[src/rtl/vlsu_agen_if.sv]
`default_nettype none
// ============================================================================
// Module      : vlsu_agen_if
// Description : Request/beat bundle between a vector-memory sequencer and the
//               vlsu_agen address generator. The master side issues vector
//               memory operations; the slave side (the generator) returns
//               per-lane byte addresses and access codes, one beat at a time.
// Revision    : 1.0 - initial release
// ============================================================================
interface vlsu_agen_if #(
    parameter int XLEN   = 32,
    parameter int VL_MAX = 32
);
    // Operation request
    logic              start;
    logic              flush;
    logic              isStore;
    logic [1:0]        eew;
    logic [XLEN-1:0]   base;
    logic [XLEN-1:0]   stride;
    logic [5:0]        vl;
    logic              vm;
    logic [VL_MAX-1:0] vmask;
    logic              memReady;

    // Status and beat outputs
    logic              busy;
    logic              beatValid;
    logic              done;
    logic [5:0]        elemBase;
    logic [XLEN-1:0]   VALU0;
    logic [XLEN-1:0]   VALU1;
    logic [XLEN-1:0]   VALU2;
    logic [XLEN-1:0]   VALU3;
    logic              vm0;
    logic              vm1;
    logic              vm2;
    logic              vm3;
    logic [2:0]        VWe0;
    logic [2:0]        VWe1;
    logic [2:0]        VWe2;
    logic [2:0]        VWe3;
    logic [2:0]        REn0;
    logic [2:0]        REn1;
    logic [2:0]        REn2;
    logic [2:0]        REn3;

    // Requester side
    modport master (
        output start, flush, isStore, eew, base, stride, vl, vm, vmask, memReady,
        input  busy, beatValid, done, elemBase,
        input  VALU0, VALU1, VALU2, VALU3,
        input  vm0, vm1, vm2, vm3,
        input  VWe0, VWe1, VWe2, VWe3,
        input  REn0, REn1, REn2, REn3
    );

    // Address-generator side
    modport slave (
        input  start, flush, isStore, eew, base, stride, vl, vm, vmask, memReady,
        output busy, beatValid, done, elemBase,
        output VALU0, VALU1, VALU2, VALU3,
        output vm0, vm1, vm2, vm3,
        output VWe0, VWe1, VWe2, VWe3,
        output REn0, REn1, REn2, REn3
    );
endinterface
`default_nettype wire

[src/rtl/vlsu_agen.sv]
`default_nettype none
// ============================================================================
// Module      : vlsu_agen
// Description : Vector load/store address generator. Expands one strided,
//               optionally masked vector memory operation into beats of four
//               lanes, each lane carrying a byte address, an active flag and a
//               read or write access code. Addresses advance incrementally by
//               4*stride per accepted beat, so no multiplier is needed.
// Revision    : 1.0 - initial release
// ============================================================================
module vlsu_agen #(
    parameter int XLEN   = 32,
    parameter int LANES  = 4,
    parameter int VL_MAX = 32
) (
    input  wire logic   clk,
    input  wire logic   rst_n,
    vlsu_agen_if.slave  bus
);

    localparam logic [5:0] c_VL_MAX = 6'(VL_MAX);
    localparam logic [5:0] c_LANES  = 6'(LANES);

    typedef enum logic [1:0] {
        IDLE = 2'd0,
        RUN  = 2'd1,
        DONE = 2'd2
    } state_t;

    state_t              r_state;
    state_t              w_nextState;

    // Operands captured at start; frozen for the life of the operation
    logic                r_isStore;
    logic [1:0]          r_eew;
    logic [XLEN-1:0]     r_step;        // 4*stride, the per-beat address advance
    logic                r_vm;
    logic [VL_MAX-1:0]   r_mask;        // shifted so bit i always belongs to lane i
    logic [5:0]          r_remain;      // elements left, counting the current beat
    logic [5:0]          r_elemBase;
    logic [XLEN-1:0]     r_addr [LANES];

    logic                w_run;
    logic                w_launch;
    logic                w_accept;
    logic                w_lastBeat;
    logic [5:0]          w_vlClamped;
    logic [2:0]          w_code;
    logic [XLEN-1:0]     w_startAddr [LANES];
    logic [XLEN-1:0]     w_laneAddr  [LANES];
    logic [LANES-1:0]    w_laneOn;
    logic [2:0]          w_laneWe    [LANES];
    logic [2:0]          w_laneRe    [LANES];

    assign w_run       = (r_state == RUN);
    assign w_launch    = (r_state == IDLE) && bus.start && !bus.flush;
    assign w_accept    = w_run && bus.memReady && !bus.flush;
    assign w_lastBeat  = (r_remain <= c_LANES);
    assign w_vlClamped = (bus.vl > c_VL_MAX) ? c_VL_MAX : bus.vl;

    // Element width to access code; the illegal width gives no access at all
    always_comb begin
        w_code = 3'b000;
        case (r_eew)
            2'b00:   w_code = 3'b001;
            2'b01:   w_code = 3'b010;
            2'b10:   w_code = 3'b011;
            default: w_code = 3'b000;
        endcase
    end

    // Start addresses of beat 0 built as a chain of adders: lane i = base + i*stride
    generate
        for (genvar i = 0; i < LANES; i++) begin : g_startAddr
            if (i == 0) begin : g_first
                assign w_startAddr[i] = bus.base;
            end else begin : g_next
                assign w_startAddr[i] = w_startAddr[i-1] + bus.stride;
            end
        end
    endgenerate

    // Per-lane activity and access codes; everything is zero outside RUN
    generate
        for (genvar i = 0; i < LANES; i++) begin : g_lane
            assign w_laneOn[i]   = w_run && (r_remain > 6'(i)) && (r_vm || r_mask[i]);
            assign w_laneAddr[i] = w_run ? r_addr[i] : '0;
            assign w_laneWe[i]   = (w_laneOn[i] &&  r_isStore) ? w_code : 3'b000;
            assign w_laneRe[i]   = (w_laneOn[i] && !r_isStore) ? w_code : 3'b000;
        end
    endgenerate

    // State register
    always_ff @(posedge clk or negedge rst_n) begin
        if (!rst_n) begin
            r_state <= IDLE;
        end else begin
            r_state <= w_nextState;
        end
    end

    // Next-state logic; flush wins over start and memReady
    always_comb begin
        w_nextState = r_state;
        case (r_state)
            IDLE: begin
                if (bus.start) begin
                    w_nextState = (w_vlClamped != 6'd0) ? RUN : DONE;
                end
            end
            RUN: begin
                if (bus.memReady && w_lastBeat) begin
                    w_nextState = DONE;
                end
            end
            DONE:    w_nextState = IDLE;
            default: w_nextState = IDLE;
        endcase
        if (bus.flush) begin
            w_nextState = IDLE;
        end
    end

    // Operand capture on launch, lane advance on each accepted beat
    always_ff @(posedge clk or negedge rst_n) begin
        if (!rst_n) begin
            r_isStore  <= 1'b0;
            r_eew      <= 2'b00;
            r_step     <= '0;
            r_vm       <= 1'b0;
            r_mask     <= '0;
            r_remain   <= 6'd0;
            r_elemBase <= 6'd0;
            for (int i = 0; i < LANES; i++) begin
                r_addr[i] <= '0;
            end
        end else if (w_launch) begin
            r_isStore  <= bus.isStore;
            r_eew      <= bus.eew;
            r_step     <= bus.stride << 2;
            r_vm       <= bus.vm;
            r_mask     <= bus.vmask;
            r_remain   <= w_vlClamped;
            r_elemBase <= 6'd0;
            for (int i = 0; i < LANES; i++) begin
                r_addr[i] <= w_startAddr[i];
            end
        end else if (w_accept) begin
            r_mask     <= r_mask >> LANES;
            r_remain   <= w_lastBeat ? 6'd0 : (r_remain - c_LANES);
            r_elemBase <= r_elemBase + c_LANES;
            for (int i = 0; i < LANES; i++) begin
                r_addr[i] <= r_addr[i] + r_step;
            end
        end
    end

    // Status outputs decoded straight from the state register
    assign bus.busy      = (r_state != IDLE);
    assign bus.beatValid = w_run;
    assign bus.done      = (r_state == DONE);
    assign bus.elemBase  = w_run ? r_elemBase : 6'd0;

    assign bus.VALU0 = w_laneAddr[0];
    assign bus.VALU1 = w_laneAddr[1];
    assign bus.VALU2 = w_laneAddr[2];
    assign bus.VALU3 = w_laneAddr[3];

    assign bus.vm0 = w_laneOn[0];
    assign bus.vm1 = w_laneOn[1];
    assign bus.vm2 = w_laneOn[2];
    assign bus.vm3 = w_laneOn[3];

    assign bus.VWe0 = w_laneWe[0];
    assign bus.VWe1 = w_laneWe[1];
    assign bus.VWe2 = w_laneWe[2];
    assign bus.VWe3 = w_laneWe[3];

    assign bus.REn0 = w_laneRe[0];
    assign bus.REn1 = w_laneRe[1];
    assign bus.REn2 = w_laneRe[2];
    assign bus.REn3 = w_laneRe[3];

endmodule
`default_nettype wire

[src/flat_wrapper.sv]
// flat-port wrapper written by rule: the top's interface ports become plain ports
module vlsu_agen_flat 
#(
    parameter int XLEN   = 32,
    parameter int LANES  = 4,
    parameter int VL_MAX = 32
)
  (clk, rst_n, bus_start, bus_flush, bus_isStore, bus_eew, bus_base, bus_stride, bus_vl, bus_vm, bus_vmask, bus_memReady, bus_busy, bus_beatValid, bus_done, bus_elemBase, bus_VALU0, bus_VALU1, bus_VALU2, bus_VALU3, bus_vm0, bus_vm1, bus_vm2, bus_vm3, bus_VWe0, bus_VWe1, bus_VWe2, bus_VWe3, bus_REn0, bus_REn1, bus_REn2, bus_REn3);
  vlsu_agen_if #(.XLEN(XLEN), .VL_MAX(VL_MAX)) bus_i ();
  input  wire logic clk;
  input  wire logic rst_n;
  input wire logic [$bits(bus_i.start)-1:0] bus_start;
  input wire logic [$bits(bus_i.flush)-1:0] bus_flush;
  input wire logic [$bits(bus_i.isStore)-1:0] bus_isStore;
  input wire logic [$bits(bus_i.eew)-1:0] bus_eew;
  input wire logic [$bits(bus_i.base)-1:0] bus_base;
  input wire logic [$bits(bus_i.stride)-1:0] bus_stride;
  input wire logic [$bits(bus_i.vl)-1:0] bus_vl;
  input wire logic [$bits(bus_i.vm)-1:0] bus_vm;
  input wire logic [$bits(bus_i.vmask)-1:0] bus_vmask;
  input wire logic [$bits(bus_i.memReady)-1:0] bus_memReady;
  output wire logic [$bits(bus_i.busy)-1:0] bus_busy;
  output wire logic [$bits(bus_i.beatValid)-1:0] bus_beatValid;
  output wire logic [$bits(bus_i.done)-1:0] bus_done;
  output wire logic [$bits(bus_i.elemBase)-1:0] bus_elemBase;
  output wire logic [$bits(bus_i.VALU0)-1:0] bus_VALU0;
  output wire logic [$bits(bus_i.VALU1)-1:0] bus_VALU1;
  output wire logic [$bits(bus_i.VALU2)-1:0] bus_VALU2;
  output wire logic [$bits(bus_i.VALU3)-1:0] bus_VALU3;
  output wire logic [$bits(bus_i.vm0)-1:0] bus_vm0;
  output wire logic [$bits(bus_i.vm1)-1:0] bus_vm1;
  output wire logic [$bits(bus_i.vm2)-1:0] bus_vm2;
  output wire logic [$bits(bus_i.vm3)-1:0] bus_vm3;
  output wire logic [$bits(bus_i.VWe0)-1:0] bus_VWe0;
  output wire logic [$bits(bus_i.VWe1)-1:0] bus_VWe1;
  output wire logic [$bits(bus_i.VWe2)-1:0] bus_VWe2;
  output wire logic [$bits(bus_i.VWe3)-1:0] bus_VWe3;
  output wire logic [$bits(bus_i.REn0)-1:0] bus_REn0;
  output wire logic [$bits(bus_i.REn1)-1:0] bus_REn1;
  output wire logic [$bits(bus_i.REn2)-1:0] bus_REn2;
  output wire logic [$bits(bus_i.REn3)-1:0] bus_REn3;
  assign bus_i.start = bus_start;
  assign bus_i.flush = bus_flush;
  assign bus_i.isStore = bus_isStore;
  assign bus_i.eew = bus_eew;
  assign bus_i.base = bus_base;
  assign bus_i.stride = bus_stride;
  assign bus_i.vl = bus_vl;
  assign bus_i.vm = bus_vm;
  assign bus_i.vmask = bus_vmask;
  assign bus_i.memReady = bus_memReady;
  assign bus_busy = bus_i.busy;
  assign bus_beatValid = bus_i.beatValid;
  assign bus_done = bus_i.done;
  assign bus_elemBase = bus_i.elemBase;
  assign bus_VALU0 = bus_i.VALU0;
  assign bus_VALU1 = bus_i.VALU1;
  assign bus_VALU2 = bus_i.VALU2;
  assign bus_VALU3 = bus_i.VALU3;
  assign bus_vm0 = bus_i.vm0;
  assign bus_vm1 = bus_i.vm1;
  assign bus_vm2 = bus_i.vm2;
  assign bus_vm3 = bus_i.vm3;
  assign bus_VWe0 = bus_i.VWe0;
  assign bus_VWe1 = bus_i.VWe1;
  assign bus_VWe2 = bus_i.VWe2;
  assign bus_VWe3 = bus_i.VWe3;
  assign bus_REn0 = bus_i.REn0;
  assign bus_REn1 = bus_i.REn1;
  assign bus_REn2 = bus_i.REn2;
  assign bus_REn3 = bus_i.REn3;
  vlsu_agen #(.XLEN(XLEN), .LANES(LANES), .VL_MAX(VL_MAX)) u_core (.clk(clk), .rst_n(rst_n), .bus(bus_i));
endmodule
[config.mk]
export PLATFORM = sky130hd
export DESIGN_NAME = vlsu_agen_flat
export DESIGN_NICKNAME = d
export VERILOG_FILES = /design/src/rtl/vlsu_agen_if.sv /design/src/rtl/vlsu_agen.sv /design/src/flat_wrapper.sv
export SDC_FILE = /design/constraint.sdc
export NUM_CORES = 1
export LEC_CHECK = 0
export BUFFER_PORTS_ARGS = -buffer_cell sky130_fd_sc_hd__buf_4
export CORE_MARGIN = 2
export CORE_UTILIZATION = 44
export DETAILED_ROUTE_END_ITERATION = 8
export SLEW_MARGIN = 10
export SYNTH_ARGS = -nofsm -noshare
export SYNTH_HDL_FRONTEND = slang
export SYNTH_SLANG_ARGS = --single-unit
export TNS_END_PERCENT = 50
[constraint.sdc]
create_clock -name clk -period 7.37 [get_ports clk]
set_input_delay 1.1055 -clock clk [delete_from_list [all_inputs] [get_ports clk]]
set_output_delay 1.1055 -clock clk [all_outputs]
set_load 0.05 [all_outputs]
[Word-level counts from Yosys, hierarchy flattened]
Cells that the tools add are included.
Operators by class
  $add $sub $neg: 9
  magnitude comparators: 6
  equality and inequality tests: 6
  multiplexer cells: 29
  reductions and logical operators: 33
Operators by type and width (count)
  two-way mux 128 bit: 2
  adder 32 bit: 7
  two-way mux 32 bit: 6
  two-way mux 6 bit: 7
  two-way mux 2 bit: 12
  logical AND 1 bit: 21
  > comparator 6 x 1 -> 1 bit, second input constant: 2
  > comparator 6 x 2 -> 1 bit, second input constant: 2
  adder 6 x 3 -> 6 bit, second input constant: 1
  > comparator 6 bit, second input constant: 1
  <= comparator 6 x 3 -> 1 bit, second input constant: 1
  != test 3 bit, second input constant: 2
  case mux 2 bit (3 select lines): 1
  nonzero test 6 bit: 1
  subtractor 6 x 3 -> 6 bit, second input constant: 1
  == test 2 x 1 -> 1 bit, second input constant: 2
  == test 2 bit, second input constant: 2
  zero test 2 bit: 2
  logical OR 1 bit: 4
  case mux 2 bit (2 select lines): 1
  nonzero test 2 bit: 2
  zero test 1 bit: 2
  AND reduction 2 bit: 1
Storage, ports and cells
  register bits after elaboration: 208
  input bits: 111
  output and inout bits: 165
  word-level logic and storage cells: 95

[Depth between registers and ports, before layout]
Gate-level depths: netlist of the first run.
  word-level depth: 7
  gate-level depth with buffers: 32
  mapped depth without buffers: 31

[Least setup slack after synthesis of the first run]
Ideal clock, no wire load.
  path type: input to register
  start point: input port bus_stride[0]
  end point: register u_core.r_addr[31] (netlist bit)
  library setup time: 0.135 ns
  data arrival time: 6.304 ns
  required time: 7.235 ns
  path slack: 0.932 ns
  cell stages on the path: 29
  buffers on the path: 1
  path through: ha_1 inv_1 fa_1 nor2b_1 o21a_1 o21ai_0 a21oi_1 o211ai_1 a21oi_1 o21a_1 nor2_1 xnor2_1 ha_1 clkbuf_1 a21o_1 a21o_1 a21oi_1 nand4_1 a41oi_1 xnor2_1 ha_1 a21o_1 a211oi_1 a31oi_1 a31o_2 a41o_1 a21o_1 xnor2_1 mux2i_1
On the way
  word-level cells in the longest chain between the ends: 4
Ends and longest elaborated chain
  start: declaration: RTL line flat_wrapper.sv:17  | input wire logic [$bits(bus_i.stride)-1:0] bus_stride;
  adder 32 bit (2 in a row): RTL line vlsu_agen.sv:78  | assign w_startAddr[i] = w_startAddr[i-1] + bus.stride;
  adder 32 bit (*): RTL line vlsu_agen.sv:78
  two-way mux 128 bit (*): RTL line vlsu_agen.sv:137  | end else if (w_launch) begin
  end signal: indexed assignment: RTL line vlsu_agen.sv:146  | r_addr[i] <= w_startAddr[i];
  end signal: indexed assignment: RTL line vlsu_agen.sv:153  | r_addr[i] <= r_addr[i] + r_step;
  end: declaration: RTL line vlsu_agen.sv:41  | logic [XLEN-1:0] r_addr [LANES];
Every way passes the cells marked *; elsewhere a longest branch is shown, timed or not.
A chain may end at the register's enable or synchronous reset.

[Worst setup path in the final report of the first run]
Ends and elaborated chain as after synthesis.

==> flow_metrics.env, run 1 <==
export IMPL_worstSetupStartpointType="primary input"
export IMPL_ys_seq_area_frac=0.2596
export IMPL_slowest_delay_ns=0.42
export IMPL_nFillCells=4371
export IMPL_via_per_inst=5.884
export IMPL_clk_latency_ns=0.57
export IMPL_cp_data_required_time_ns=7.78
export IMPL_tightest_slew_ns=0.9891
export IMPL_ant_nets=0
export IMPL_ioPinCount=276
export IMPL_first_pass_iters=6
export IMPL_dp_slack_ns=0.06317
export IMPL_finalWorstSetupSlack_ns=0.5017
export IMPL_holdBufCountCts=0
export IMPL_worstSetupPathType="primary input to register"
export IMPL_post_drt_wl_per_cell_um=20.74
export IMPL_drc=0
export IMPL_p_per_area_nw_per_um2=435.8
export IMPL_yosysTopAreaCell="dfrtp_1"
export IMPL_setup_viol_count_final=0
export IMPL_track_usage=0.2886
export IMPL_clock_root_buffer="clkbuf_16"
export IMPL_finalHoldViolations=0
export IMPL_synth_main_ff_cell="dfrtp_1"
export IMPL_antenna_found_initial=1
export IMPL_post_cts_setup_buffers=0
export IMPL_min_path_type="register to register"
export IMPL_drt_initial_drc_count=1659
export IMPL_syn_to_final_growth_pct=17.73
export IMPL_gp_congestion=0.9614
export IMPL_arrival_ns=7.28
export IMPL_end_kind="register"
export IMPL_p_leak_uw=0.01117
export IMPL_cts_tree="built"
export IMPL_crit_path_max_fanout=7
export IMPL_synth_seq_cells=205
export IMPL_cts_made_buffers=29
export IMPL_crit_path_frequent_cell="a21o_1"
export IMPL_setup_tns_ns=0
export IMPL_die_area_sq_um=46630
export IMPL_drv_cap=0
export IMPL_stdcell_area_sq_um=23270
export IMPL_grt_max_degree=179
export IMPL_fin_cells=3317
export IMPL_ir_drop_v=0.0001852
export IMPL_fin_crit_ns=6.868
export IMPL_synthCells=2493
export IMPL_grt_pass1_wl_um=107200
export IMPL_status="completed"
export IMPL_fin_skew_ns=0.01831
export IMPL_grt_overflow=0
export IMPL_yosysMostFrequentCell="nand2_1"
export IMPL_rsz0062_at_grt="false"
export IMPL_htreeDepth=1
export IMPL_min_period_over_period=0.9319
export IMPL_async_flop_share=1.000
export IMPL_die_y_um=215.9
export IMPL_cts_sinks=205
export IMPL_drive_above_1_share=0.1366
export IMPL_synth_edf_count=0
export IMPL_slowest_stage="a41oi_1"
export IMPL_timing_fmax_mhz=145.6
export IMPL_cts_resized=0
export IMPL_core_area_sq_um=44320
export IMPL_max_slew_margin=0.3406
export IMPL_synth_avg_cell_area_sq_um=7.928
export IMPL_start_util=0.4460
export IMPL_wl_um=68800
export IMPL_path_clk_slew_ns=0.06
export IMPL_num_vias=19520
export IMPL_yosysUniqueCellTypes=85
export IMPL_grt_pass1_vias=19100
export IMPL_synthTopCellsByCount="nand2_1, a21oi_1, ha_1"
export IMPL_synth_top_area_share=0.2596
export IMPL_yosysWarnings=0
export IMPL_dp_cells=3265
export IMPL_port_buffers=265
export IMPL_place_area_sq_um=22270
export IMPL_slew_violations=0
export IMPL_die_x_um=215.9
export IMPL_clk_path_buf_depth=3
export IMPL_final_nets=3037
export IMPL_ys_top_cells_by_area="dfrtp_1, ha_1, nand2_1, a21oi_1, xnor2_1"
export IMPL_rows=77
export IMPL_syn_area_sq_um=19760
export IMPL_hpwl_um=51790
[routing by layer]
layer,part of all wire,GRT usage,vias up
met4,0.029,0.08676,0
met3,0.059,0.03735,108
met1,0.47,0.4112,9390
met5,0,0,-
met2,0.44,0.4555,615
li1,-,-,9403
[placed cells by master (no fill, tap or decap), drive strengths merged, types with 71 or more instances in the layout]
| cell type | synthesis | final |
|---|---|---|
| nor2 | 179 | 179 |
| buf | 16 | 284 |
| a21o | 99 | 99 |
| and2 | 135 | 135 |
| xnor2 | 107 | 107 |
| o21ai | 165 | 165 |
| a21oi | 242 | 242 |
| dfrtp | 205 | 205 |
| xor2 | 71 | 71 |
| ha | 215 | 215 |
| nand2 | 332 | 332 |
[registers in the layout (all words and copies together) (netlist names)]
register           count
u_core.r_isStore       1
u_core.r_addr        127
u_core.r_remain        6
u_core.r_vm            1
u_core.r_step         30
u_core.r_mask         32
u_core.r_elemBase      4
u_core.r_eew           2
u_core.r_state         2
[area by class of cell]
class	count	area, sq um	share of cell area
Antenna cell	1	2.502	0.0001075
Clock buffer	43	908.4	0.03904
Clock inverter	8	92.59	0.003979
Inverter	63	237.7	0.01022
Multi-Input combinational cell	2121	13990	0.6013
Sequential cell	205	5130	0.2205
Tap cell	592	740.7	0.03183
Timing Repair Buffer	284	2165	0.09303
[critical path: cells and delay by family]
kind | cells | cell delay (ns)
muxes | 1 | 0.08
adders and majority gates | 4 | 1.34
xor gates and xnor gates | 3 | 0.56
buffers and inverters | 2 | 0.19
and+or+nand+nor | 3 | 0.42
AOI/OAI and AO/OA | 16 | 3.55
[path summary, 6_finish.rpt]
| check | start | endpoint | slack (ns) | depth (start not counted) |
|---|---|---|---|---|
| worst min-delay path | u_core.r_mask[3] | u_core.r_mask[3] | 0.48 | 2 |
| max in group asynchronous | rst_n | u_core.r_addr[13] | 5.65 | 2 |
| worst max-delay path | bus_stride[0] | u_core.r_addr[31] | 0.50 | 29 |
| min in group asynchronous | rst_n | u_core.r_addr[0] | 0.52 | 1 |
| worst max register to register | u_core.r_step[3] | u_core.r_addr[124] | 3.21 | 12 |
| worst min register to register | u_core.r_mask[3] | u_core.r_mask[3] | 0.48 | 2 |
[power breakdown]
part	switching (uW)	internal [uW]	total [uW]
registers	514	1570	2090
clock network	563	910	1470
logic	3930	2650	6580
total	5010	5130	10100
[kinds of logic after synthesis]
family          share of synthesized area
flops                              0.2596
fa+ha+maj                          0.1432
compound gates                     0.2597
buf+inv                           0.03558
mux                              0.006711
simple gates                       0.2158
xor+xnor                          0.07926
other cells                     0.0001897
[metrics by stage]
| step | hold WS [ns] | total power, uW | util |
|---|---|---|---|
| floorplan | 0.4418 | 6896 | - |
| global placement | 0.4575 | 8472 | 0.5024 |
| detailed placement | 0.4630 | 8561 | 0.5024 |
| CTS | 0.4785 | 10090 | 0.5250 |
| global route | 0.4931 | 10960 | 0.5250 |
| finish | 0.4762 | 10140 | 0.5250 |
(Power assumes the default switching activity.)
==> run 2, diff against run 1 <==
- ABC_AREA: not set -> 1
==> run 2 against run 1 <==
  * Die area up 7.0%
  * Sequential power about the same
  * Clock power about the same
  * Setup slack better by 1.0 ns
  * Utilization down 0.71 points
  * Register-to-register slack better by 0.66 ns
  * Area after synthesis up 7.1%
  * Synthesized cell count up 27%
  * Worst hold slack better by 0.0046 ns
  * Via count up 18%
  * Design area up 6.1%
==> flow_metrics.env, run 2 <==
export IMPL_status="completed"
export IMPL_layout_area_seq_sq_um=5130
export IMPL_setup_tns_ns=0
export IMPL_ys_seq_area_frac=0.2423
export IMPL_cts_made_buffers=28
export IMPL_core_area_sq_um=47650
export IMPL_crit_path_frequent_cell="nand2_1"
export IMPL_layout_common_cells="nand2_1, nor2_1, inv_1, buf_4, a21oi_1"
export IMPL_cts_sinks=205
export IMPL_tightest_slew_ns=0.8362
export IMPL_p_leak_uw=0.01284
export IMPL_yosysUniqueCellTypes=64
export IMPL_final_common_cell="nand2_1"
export IMPL_end_kind="register"
export IMPL_worst_path_buf_inv=3
export IMPL_finalHoldViolations=0
export IMPL_grt_pass1_wl_um=127000
export IMPL_max_slew_margin=0.4425
export IMPL_clk_latency_ns=0.57
export IMPL_drc=0
export IMPL_cp_data_required_time_ns=7.80
export IMPL_slowest_delay_ns=0.42
export IMPL_drive_above_1_share=0.1204
export IMPL_regToRegSetupSlack_ns=3.87
export IMPL_hpwl_um=65260
export IMPL_track_usage=0.3283
export IMPL_ioPinCount=276
export IMPL_ir_drop_v=0.0002032
export IMPL_min_period_over_period=0.7968
export IMPL_synth_edf_count=0
export IMPL_synth_seq_cells=205
export IMPL_fin_cells=4037
export IMPL_worstSetupStartpointType="primary input"
export IMPL_min_path_type="primary input to asynchronous set/reset pin"
export IMPL_slowest_stage="fa_1"
export IMPL_ys_top_cells_by_area="dfrtp_1, ha_1, nand2_1, nor2_1, inv_1"
export IMPL_nFillCells=4787
export IMPL_regMostFlops="u_core.r_addr"
export IMPL_largest_reg_flops=127
export IMPL_synth_top_area_share=0.2423
export IMPL_worstSetupPathType="primary input to register"
export IMPL_drv_cap=0
export IMPL_die_x_um=223.4
export IMPL_setup_viol_count_final=0
export IMPL_yosysTopAreaCell="dfrtp_1"
export IMPL_path_clk_slew_ns=0.06
export IMPL_port_buffers=265
export IMPL_async_flop_share=1.000
export IMPL_yosysWarnings=0
export IMPL_synthTopCellsByCount="nand2_1, nor2_1, inv_1"
export IMPL_start_util=0.4444
export IMPL_grt_max_degree=127
export IMPL_ant_nets=0
export IMPL_timing_fmax_mhz=170.3
export IMPL_rows=80
export IMPL_clock_root_buffer="clkbuf_16"
export IMPL_synthCells=3178
export IMPL_fin_skew_ns=0.01373
export IMPL_post_cts_setup_buffers=0
export IMPL_syn_area_sq_um=21170
export IMPL_antenna_found_initial=1
export IMPL_cts_tree="built"
export IMPL_wl_um=83510
export IMPL_grtUsageMet1=0.4548
export IMPL_die_area_sq_um=49890
export IMPL_fin_crit_ns=5.872
export IMPL_grt_met2_usage=0.5403
export IMPL_post_drt_wl_per_cell_um=20.69
export IMPL_grt_pass1_vias=22200
export IMPL_crit_path_max_fanout=6
export IMPL_dp_cells=3987
export IMPL_arrival_ns=6.30
export IMPL_first_pass_iters=5
export IMPL_clk_path_buf_depth=3
export IMPL_num_vias=22950
export IMPL_die_y_um=223.4
export IMPL_reg_top3="u_core.r_addr x127, u_core.r_mask x32, u_core.r_step x30"
export IMPL_via_per_inst=5.685
export IMPL_grt_util_met3=0.04017
export IMPL_grt_overflow=0
export IMPL_holdBufCountCts=0
export IMPL_grt_busiest_layer="met2"
export IMPL_syn_to_final_growth_pct=16.55
export IMPL_yosysMostFrequentCell="nand2_1"
export IMPL_multiInputGateArea_sq_um=14100
export IMPL_synth_main_ff_cell="dfrtp_1"
export IMPL_cts_resized=0
export IMPL_rsz0062_at_grt="false"
export IMPL_htreeDepth=1
export IMPL_synth_avg_cell_area_sq_um=6.663
export IMPL_crit_family="compound AO/OA/AOI/OAI gates"
export IMPL_final_nets=3735
export IMPL_gp_congestion=1.002
export IMPL_slew_violations=0
export IMPL_p_per_area_nw_per_um2=461.2
export IMPL_drt_initial_drc_count=1720
[run 2: cells by family (layout without fill, tap and decap cells)]
group	Yosys count	in the layout	share of synthesized area
fa+ha+maj	222	222	0.1337
compound gates	792	792	0.2225
buf+inv	508	742	0.09466
xor+xnor	102	102	0.04219
flops	205	205	0.2423
other cells	1	11	0.0001771
simple gates	1348	1348	0.2645
[run 2: metal layers]
layer	vias to the layer above	part of all wire
met5	-	0
met3	133	0.064
li1	11080	-
met4	0	0.028
met2	846	0.46
met1	10890	0.45
[run 2: final timing paths]
check / start / to / depth (start not counted)
max: bus_stride[0] / u_core.r_addr[27] / 28
min: rst_n / u_core.r_addr[110] / 1
max reg2reg: u_core.r_step[2] / u_core.r_addr[28] / 16
min reg2reg: u_core.r_mask[8] / u_core.r_mask[8] / 2
max in group asynchronous: rst_n / u_core.r_addr[89] / 2
min in group clk: u_core.r_mask[8] / u_core.r_mask[8] / 2
[run 2: stage by stage]
stage                     total power (uW)  area [sq um]  setup slack [ns]  hold slack, ns  utilization
final                                11380         24680             1.498          0.4808       0.5180
after global placement                9668         23700             1.109          0.4642       0.4974
after detailed placement              9749         23700             1.016          0.4688       0.4974
after floorplan                       7546         21210             2.019          0.4524            -
after CTS                            11270         24680             1.601          0.4839       0.5179
after global routing                 12280         24680             1.113          0.5197       0.5179
[run 2: worst register-to-register path: cells and delay by family (launching register included)]
kind	cells	cell delay, ns
flip-flops	1	0.49
adder cells (fa/ha/maj)	2	0.80
AO/OA/AOI/OAI	4	1.00
buffers and inverters	2	0.20
AND/OR/NAND/NOR	8	0.91
[run 2: where the power goes]
part | internal [uW] | switching, uW | leakage [uW]
clock | 898 | 576 | 0.000490
combinational | 2610 | 5200 | 0.00990
sequential | 1590 | 505 | 0.00245
[run 2: layout make-up]
cell class / instances / area share
clock buffers: 43 / 0.03640
repair buffers: 279 / 0.08670
multi-input cells: 2474 / 0.5713
flip-flops and latches: 205 / 0.2079
clock inverters: 6 / 0.003245
inverters: 414 / 0.06322
well taps: 615 / 0.03118
diodes: 1 / 0.0001014
==> run 3, diff against run 2 <==
- PLACE_DENSITY: not set -> 0.66
- clock period: 7.37 -> 4.8 ns (I/O delays scaled with it)
==> run 3 against run 2 <==
  * Global-route usage grew 0.82 points
  * Critical path depth grew 4
  * Worst hold slack lost 0.37 ns
  * Sequential share of layout area shrank 3.1 points
  * First-iteration DRC count shrank 2.7%
  * Clock skew grew 0.018 ns
  * Register-to-register slack lost 2.5 ns
  * Critical endpoint is now u_core.r_addr[30]
==> flow_metrics.env, run 3 (same netlist as run 2, synthesis figures left out) <==
export IMPL_rows=80
export IMPL_stdcell_area_sq_um=28990
export IMPL_die_area_sq_um=49890
export IMPL_finalHoldViolations=0
export IMPL_layout_common_cells="nand2_1, buf_4, nor2_1, inv_1, a21oi_1"
export IMPL_setup_tns_ns=0
export IMPL_setup_viol_count_final=0
export IMPL_power_uw=19760
export IMPL_grt_pass1_vias=23880
export IMPL_rr_startpoint="u_core.r_step[3]"
export IMPL_layout_area_seq_sq_um=5130
export IMPL_cp_num_cells=32
export IMPL_timing_fmax_mhz=213.1
export IMPL_grt_pass1_wl_um=131000
export IMPL_slowest_stage="ha_1"
export IMPL_arrival_ns=5.14
export IMPL_ff2ff_path_depth=16
export IMPL_crit_path_max_fanout=3
export IMPL_place_area_sq_um=26420
export IMPL_track_usage=0.3365
export IMPL_multiInputGateArea_sq_um=15500
export IMPL_fin_crit_ns=4.693
export IMPL_fin_cells=4420
export IMPL_drt_initial_drc_count=1674
export IMPL_largest_reg_flops=127
export IMPL_clk_path_buf_depth=3
export IMPL_syn_to_final_growth_pct=36.91
export IMPL_worstSetupStartpointType="primary input"
export IMPL_first_pass_iters=6
export IMPL_finalWorstSetupSlack_ns=0.1074
export IMPL_drive_above_1_share=0.2618
export IMPL_grt_max_degree=155
export IMPL_wl_um=86760
export IMPL_n_antenna_cell=0
export IMPL_crit_family="compound AO/OA/AOI/OAI gates"
export IMPL_drc=0
export IMPL_slew_violations=0
export IMPL_fin_skew_ns=0.03199
export IMPL_via_per_inst=5.515
export IMPL_p_leak_uw=0.01495
export IMPL_antenna_found_initial=0
export IMPL_num_vias=24380
export IMPL_port_buffers=265
export IMPL_crit_path_frequent_cell="nand2_1"
export IMPL_drv_cap=0
export IMPL_rsz0062_at_grt="true"
export IMPL_ir_drop_v=0.0003305
export IMPL_final_common_cell="nand2_1"
export IMPL_core_area_sq_um=47650
export IMPL_ioPinCount=276
export IMPL_r2r_end="u_core.r_addr[28]"
export IMPL_htreeDepth=1
export IMPL_path_clk_slew_ns=0.06
export IMPL_clk_latency_ns=0.59
export IMPL_cts_made_buffers=27
export IMPL_p_per_area_nw_per_um2=681.8
export IMPL_grt_overflow=0
export IMPL_regMostFlops="u_core.r_addr"
export IMPL_final_nets=4117
export IMPL_reg_top3="u_core.r_addr x127, u_core.r_mask x32, u_core.r_step x30"
export IMPL_cp_data_required_time_ns=5.25
export IMPL_min_path_type="primary input to asynchronous set/reset pin"
export IMPL_dp_slack_ns=-0.7420
export IMPL_hpwl_um=67950
export IMPL_regToRegSetupSlack_ns=1.42
export IMPL_die_y_um=223.4
export IMPL_worstSetupPathType="primary input to register"
export IMPL_start_util=0.4444
export IMPL_nFillCells=4427
export IMPL_post_drt_wl_per_cell_um=19.63
export IMPL_die_x_um=223.4
export IMPL_status="completed"
export IMPL_cts_sinks=205
export IMPL_slowest_delay_ns=0.36
export IMPL_clock_root_buffer="clkbuf_16"
export IMPL_holdBufCountCts=0
export IMPL_dp_cells=4337
export IMPL_gp_congestion=0.9700
export IMPL_end_kind="register"
export IMPL_tightest_slew_ns=1.073
export IMPL_cts_tree="built"
export IMPL_max_slew_margin=0.2800
export IMPL_ant_nets=0
export IMPL_worst_path_buf_inv=6
export IMPL_min_period_over_period=0.9776
run 3: final cells by class:
cell class | count | area share
Inverter | 414 | 0.05395
Timing Repair Buffer | 662 | 0.1743
Multi-Input combinational cell | 2474 | 0.5345
Clock buffer | 31 | 0.02486
Clock inverter | 19 | 0.008805
Sequential cell | 205 | 0.1770
Tap cell | 615 | 0.02654
run 3: metrics by stage:
stage	utilization	hold WS (ns)
2_1_floorplan	-	0.4244
3_3_place_gp	0.5545	0.4654
3_5_place_dp	0.5545	0.4699
4_1_cts	0.5790	0.1334
5_1_grt	0.6084	0.1456
6_report	0.6084	0.1141
run 3: repair_timing:
item                                    in CTS  in global routing
buffers inserted                             8                 25
gates resized for setup                     30                225
hold endpoints to repair                     0                  0
pin swaps                                   19                 91
endpoints found under the setup margin      12                 21
run 3: metal layers:
layer  GRT usage  vias to the layer above  part of all wire
met1      0.4478                    11540              0.43
li1            -                    11800                 -
met3     0.03293                      162             0.063
met2      0.5686                      871              0.47
met4      0.1209                        0             0.038
met5           0                        -                 0
run 3: report_power, final:
part / total, uW / switching, uW / internal (uW)
Combinational: 14300 / 8750 / 5500
Clock: 2310 / 908 / 1400
Sequential: 3210 / 762 / 2450
run 3: worst max-delay path by stage:
stage / from / to / slack [ns]
2_1_floorplan: bus_stride[0] / u_core.r_addr[28] / -0.009
5_1_grt: bus_base[0] / u_core.r_addr[30] / -0.15
4_1_cts: bus_stride[0] / u_core.r_addr[30] / -0.02
6_report: bus_base[0] / u_core.r_addr[30] / 0.11
3_3_place_gp: bus_stride[0] / u_core.r_addr[30] / -0.67
3_5_place_dp: bus_stride[0] / u_core.r_addr[30] / -0.74
run 3: worst reg2reg max path, cell delays in order, from the launching register on:
cell and delay (ns):
dfrtp_1 0.52, inv_1 0.25, fa_1 0.45, inv_1 0.08
nand2_1 0.10, o21ai_1 0.40, a21o_1 0.23, nand2_1 0.07
nand2_1 0.25, a21oi_1 0.18, o21ai_1 0.28, nand2_1 0.12
inv_1 0.07, o21bai_1 0.06, nand3_1 0.07, nand2_1 0.08
nor2_1 0.10
